`src/rtl/expr_matcher.sv`:
```
// expr_matcher: streaming recogniser for ASCII arithmetic expressions with
// multi-digit operands, nested parentheses and '=' terminated expression counting.
module expr_matcher #(
    parameter int         MAX_DIGITS = 4,
    parameter int         MAX_DEPTH  = 7,
    parameter logic [3:0] OP_MASK    = 4'b1111,
    parameter int         CNT_W      = 8
) (
    input  logic             clk,
    input  logic             clr,
    input  logic [7:0]       in,
    input  logic             in_valid,
    output logic             out,
    output logic             err,
    output logic             done,
    output logic [3:0]       depth,
    output logic [CNT_W-1:0] expr_cnt
);
    typedef enum logic [1:0] {EXPECT, NUM, CLOSE, ERR} state_t;

    state_t           state_q, state_d;
    logic [3:0]       depth_q, depth_d;
    logic [3:0]       cnt_q, cnt_d;
    logic             zero_q, zero_d;
    logic             done_q, done_d;
    logic [CNT_W-1:0] expr_cnt_q, expr_cnt_d;

    logic is_dig, is_opr, is_lp, is_rp, is_eq;

    always_comb begin
        is_dig = in >= 8'h30 && in <= 8'h39;
        is_opr = (in == 8'h2b && OP_MASK[0]) || (in == 8'h2d && OP_MASK[1]) ||
                 (in == 8'h2a && OP_MASK[2]) || (in == 8'h2f && OP_MASK[3]);
        is_lp  = in == 8'h28;
        is_rp  = in == 8'h29;
        is_eq  = in == 8'h3d;
    end

    always_ff @(posedge clk or posedge clr) begin
        if (clr) begin
            state_q    <= EXPECT;
            depth_q    <= '0;
            cnt_q      <= '0;
            zero_q     <= 1'b0;
            done_q     <= 1'b0;
            expr_cnt_q <= '0;
        end else begin
            state_q    <= state_d;
            depth_q    <= depth_d;
            cnt_q      <= cnt_d;
            zero_q     <= zero_d;
            done_q     <= done_d;
            expr_cnt_q <= expr_cnt_d;
        end
    end

    always_comb begin
        state_d = state_q;
        if (in_valid) begin
            case (state_q)
                EXPECT: state_d = is_dig ? NUM :
                                  (is_lp && depth_q != 4'(MAX_DEPTH)) ? EXPECT : ERR;
                NUM: state_d = is_dig ? ((zero_q || cnt_q == 4'(MAX_DIGITS)) ? ERR : NUM) :
                               is_opr ? EXPECT :
                               is_rp  ? (depth_q == 4'd0 ? ERR : CLOSE) :
                               is_eq  ? (depth_q == 4'd0 ? EXPECT : ERR) : ERR;
                CLOSE: state_d = is_opr ? EXPECT :
                                 is_rp  ? (depth_q == 4'd0 ? ERR : CLOSE) :
                                 is_eq  ? (depth_q == 4'd0 ? EXPECT : ERR) : ERR;
                default: state_d = ERR;
            endcase
        end
    end

    // Only legal transitions update the datapath, so ERR freezes everything.
    always_comb begin
        depth_d    = depth_q;
        cnt_d      = cnt_q;
        zero_d     = zero_q;
        done_d     = 1'b0;
        expr_cnt_d = expr_cnt_q;
        if (in_valid && state_d != ERR) begin
            if (is_lp) depth_d = depth_q + 4'd1;
            if (is_rp) depth_d = depth_q - 4'd1;
            if (is_dig) begin
                cnt_d  = state_q == NUM ? cnt_q + 4'd1 : 4'd1;
                zero_d = state_q == EXPECT && in == 8'h30;
            end
            if (is_eq) begin
                done_d     = 1'b1;
                expr_cnt_d = expr_cnt_q + CNT_W'(1);
            end
        end
    end

    always_comb begin
        out      = (state_q == NUM || state_q == CLOSE) && depth_q == 4'd0;
        err      = state_q == ERR;
        done     = done_q;
        depth    = depth_q;
        expr_cnt = expr_cnt_q;
    end
endmodule

```
`config.mk`:
```
export PLATFORM = sky130hd
export DESIGN_NAME = expr_matcher
export DESIGN_NICKNAME = d
export VERILOG_FILES = /design/src/rtl/expr_matcher.sv
export SDC_FILE = /design/constraint.sdc
export NUM_CORES = 1
export LEC_CHECK = 0
export CORE_ASPECT_RATIO = 0.6
export CORE_MARGIN = 2
export CORE_UTILIZATION = 50
export CTS_CLUSTER_DIAMETER = 200
export CTS_CLUSTER_SIZE = 20
export DETAILED_ROUTE_END_ITERATION = 10
export GPL_ROUTABILITY_DRIVEN = 0
export PLACE_DENSITY = 0.76
export SYNTH_ARGS = -nofsm -noshare
export SYNTH_HDL_FRONTEND = slang
export SYNTH_SLANG_ARGS = --single-unit
```
`constraint.sdc`:
```
create_clock -name clk -period 2.5 [get_ports clk]
set_input_delay 0.5 -clock clk [delete_from_list [all_inputs] [get_ports clk]]
set_output_delay 0.5 -clock clk [all_outputs]
set_load 0.01 [all_outputs]
```
==> results.py <==
metrics = {
    "die": {
        "initial_core_util": 0.548,
        "ios": 26,
        "fp-row-count": 13,
        "dieHeight_um": 42.6,
        "core-area_um2": 2260,
        "dieWidth_um": 68.3,
        "die_area_um2": 2910,
    },
    "timing": {
        "whs_ns": 0.477,
        "setup_ws_ns": 0.0973,
        "drv_slew": 0,
        "fmax_ghz": 0.416,
        "max-slew-margin-rel": 0.483,
        "period_share": 0.961,
        "setup_viol": 0,
        "worst_pin_slew_ns": 0.774,
        "finClkSkew_ns": 0.00286,
        "fin_crit_ns": 2.40,
        "rsz0062_at_grt": "false",
        "hold_viol": 0,
        "tns_ns": 0,
    },
    "final_layout": {
        "fin_nets": 193,
        "final_common_cell": "clkdlybuf4s50_1",
        "seqCellArea_um2": 500,
        "multi_input_area_um2": 709,
        "fin_util": 0.779,
        "fillers": 155,
        "final_cell_mix": "clkdlybuf4s50_1, dfrtp_1, buf_4",
        "diodes": 0,
        "drive_gt1_frac": 0.222,
        "fin_cells": 201,
        "area_growth_pct": 42.0,
    },
    "clocking": {
        "clk_latency_ns": 0.26,
        "cts_tree": "done",
        "cts.clk_slew.worst_paths_ns": 0.08,
        "ctsHoldBuffers": 0,
        "cts_max_level": 1,
        "root_buffer": "clkbuf_8",
        "cts_sinks": 20,
        "clockBufferDepth": 2,
        "numCtsBuffers": 3,
    },
    "critical_path": {
        "crit_path_end_kind": "register",
        "critical_path_class": "in -> reg",
        "worst_setup_path_start_kind": "input pin",
        "timing.rr.start": "depth[3]$_DFFE_PP0P_",
        "worstPathRequired_ns": 2.65,
        "setup.worst_path.start": "in[4]",
        "crit_arrival_ns": 2.55,
        "crit_fanout": 5,
    },
    "logic_synthesis": {
        "synthMuxAreaShare": 0.0262,
        "yosysTopAreaCellShare": 0.404,
        "syn-cell-area_um2": 1240,
        "synthArstFlopShare": 1.00,
        "ys_seq_elements": 20,
        "synth-simple-area-share": 0.226,
        "synth_top_family_by_area": "simple AND/OR/NAND/NOR gates",
        "syn-num-nets": 146,
        "synth.largest_area_cell": "dfrtp_1",
        "synth-edff-count": 0,
        "synth_cell_types": 38,
        "syn-instance-count": 125,
        "ys.flop_type": "dfrtp_1",
        "yosys-top-cells-area": "dfrtp_1, ha_1, xnor2_1",
        "synth_compound_area_frac": 0.119,
        "avgSynthCellArea_um2": 9.92,
        "ys_warn_count": 0,
        "ys_seq_area_frac": 0.404,
        "synth-xor-area-share": 0.0777,
        "synth_fa_ha_area_frac": 0.107,
    },
    "route": {
        "drtIter0Drc": 111,
        "wl_um": 3270,
        "ant_nets": 0,
        "detail_route.vias_per_cell": 5.59,
        "drt_first_pass_iters": 4,
        "wl_per_cell_um": 16.2,
        "vias": 1123,
        "drc": 0,
    },
    "job": {
        "maxCapViolCount": 0,
    },
    "power": {
        "vdd_drop_max_uv": 389,
        "powerDensity_nw_per_um2": 612,
        "p_leak_nw": 0.850,
    },
    "worst_hold_path": {
        "hold_start": "expr_cnt[7]$_DFFE_PP0P_",
        "min_path_type": "reg -> reg",
    },
    "placement": {
        "place_inst": 196,
        "numPortBuffers": 25,
        "post-place-ws_ns": -0.262,
        "dpl.hpwl_um": 2390,
    },
    "global_routing": {
        "grt_max_degree": 21,
        "grt_antenna_before_repair": 0,
        "grt_pass1_wl_um": 5280,
        "grt_overflow": 0,
        "grtUsageTotal": 0.247,
        "grt_pass1_vias": 1108,
    },
    "status": {
        "outcome": "completed",
    },
}
==> final cells by class <==
cell class,instances,share of cell area
multi-input cells,92,0.403
flip-flops and latches,20,0.284
repair buffers,44,0.227
clock buffers,3,0.0235
inverters,11,0.0235
well taps,30,0.0213
clock inverters,1,0.0171
==> layer usage <==
layer	routed length (µm)	GRT usage	vias to the layer above
li1	-	-	528
met1	1560	0.363	537
met2	1410	0.353	51
met3	239	0.0591	7
met4	55	0.0800	0
met5	0	0	-
==> cells by family (layout without fill, tap and decap cells) <==
kind of cell | count (synthesis) | in the layout
buffers and inverters | 13 | 59
AND/OR/NAND/NOR | 47 | 47
flip-flops | 20 | 20
XOR/XNOR | 11 | 11
multiplexers | 3 | 3
adder cells (fa/ha/maj) | 10 | 10
AO/OA/AOI/OAI | 21 | 21
==> power by group <==
part | total (W) | switching [W] | internal [W]
combinational | 0.000364 | 0.000189 | 0.000175
clock | 0.000330 | 0.000116 | 0.000214
sequential | 0.000382 | 0.0000302 | 0.000352
==> synthesized netlist by cell type (2+ instances only) <==
master and count:
nand3_1 3, nand4b_1 4, ha_1 9, nor4_1 2
inv_1 11, xnor2_1 8, a21oi_1 6, xor2_1 3
or2_2 2, mux2_2 2, dfrtp_1 20, nand4_1 2
nand2_1 15, o21ai_0 5, nor2_1 9, a21o_1 2
==> registers in the layout, summed over array words and instances, names as in the netlist <==
name / count
cnt_q: 4
depth: 4
expr_cnt: 8
state_q: 2
done: 1
zero_q: 1
==> stage by stage <==
stage | area (µm²) | power [W]
finish | 1760 | 0.00108
CTS | 1740 | 0.00108
floorplan | 1240 | 0.000597
detailed placement | 1650 | 0.000741
global placement | 1650 | 0.000721
global route | 1760 | 0.00113
==> worst max-delay path, stage by stage <==
cell,delay [ns]
clkdlybuf4s50_1,0.46
nor4b_4,0.27
buf_4,0.16
nand4b_1,0.10
a211o_1,0.36
nor3_4,0.24
buf_4,0.17
nand4_1,0.13
xnor2_1,0.15
==> worst paths after layout <==
kind	to	slack (ns)	cells after the start
worst min-delay path	expr_cnt[7]$_DFFE_PP0P_	0.48	1
max in group asynchronous	cnt_q[0]$_DFFE_PP0P_	1.35	2
worst max register to register	expr_cnt[4]$_DFFE_PP0P_	0.26	7
min in group asynchronous	expr_cnt[6]$_DFFE_PP0P_	0.67	2
worst max-delay path	expr_cnt[4]$_DFFE_PP0P_	0.1	9
worst min register to register	expr_cnt[7]$_DFFE_PP0P_	0.48	1
==> what timing repair did <==
action / CTS / global route
pin swaps: 1 / 4
endpoints found under the setup margin: 1 / 6
setup buffers: 1 / 0
resized for setup: 1 / 7
No activity file was read; power rests on OpenSTA's default activity.
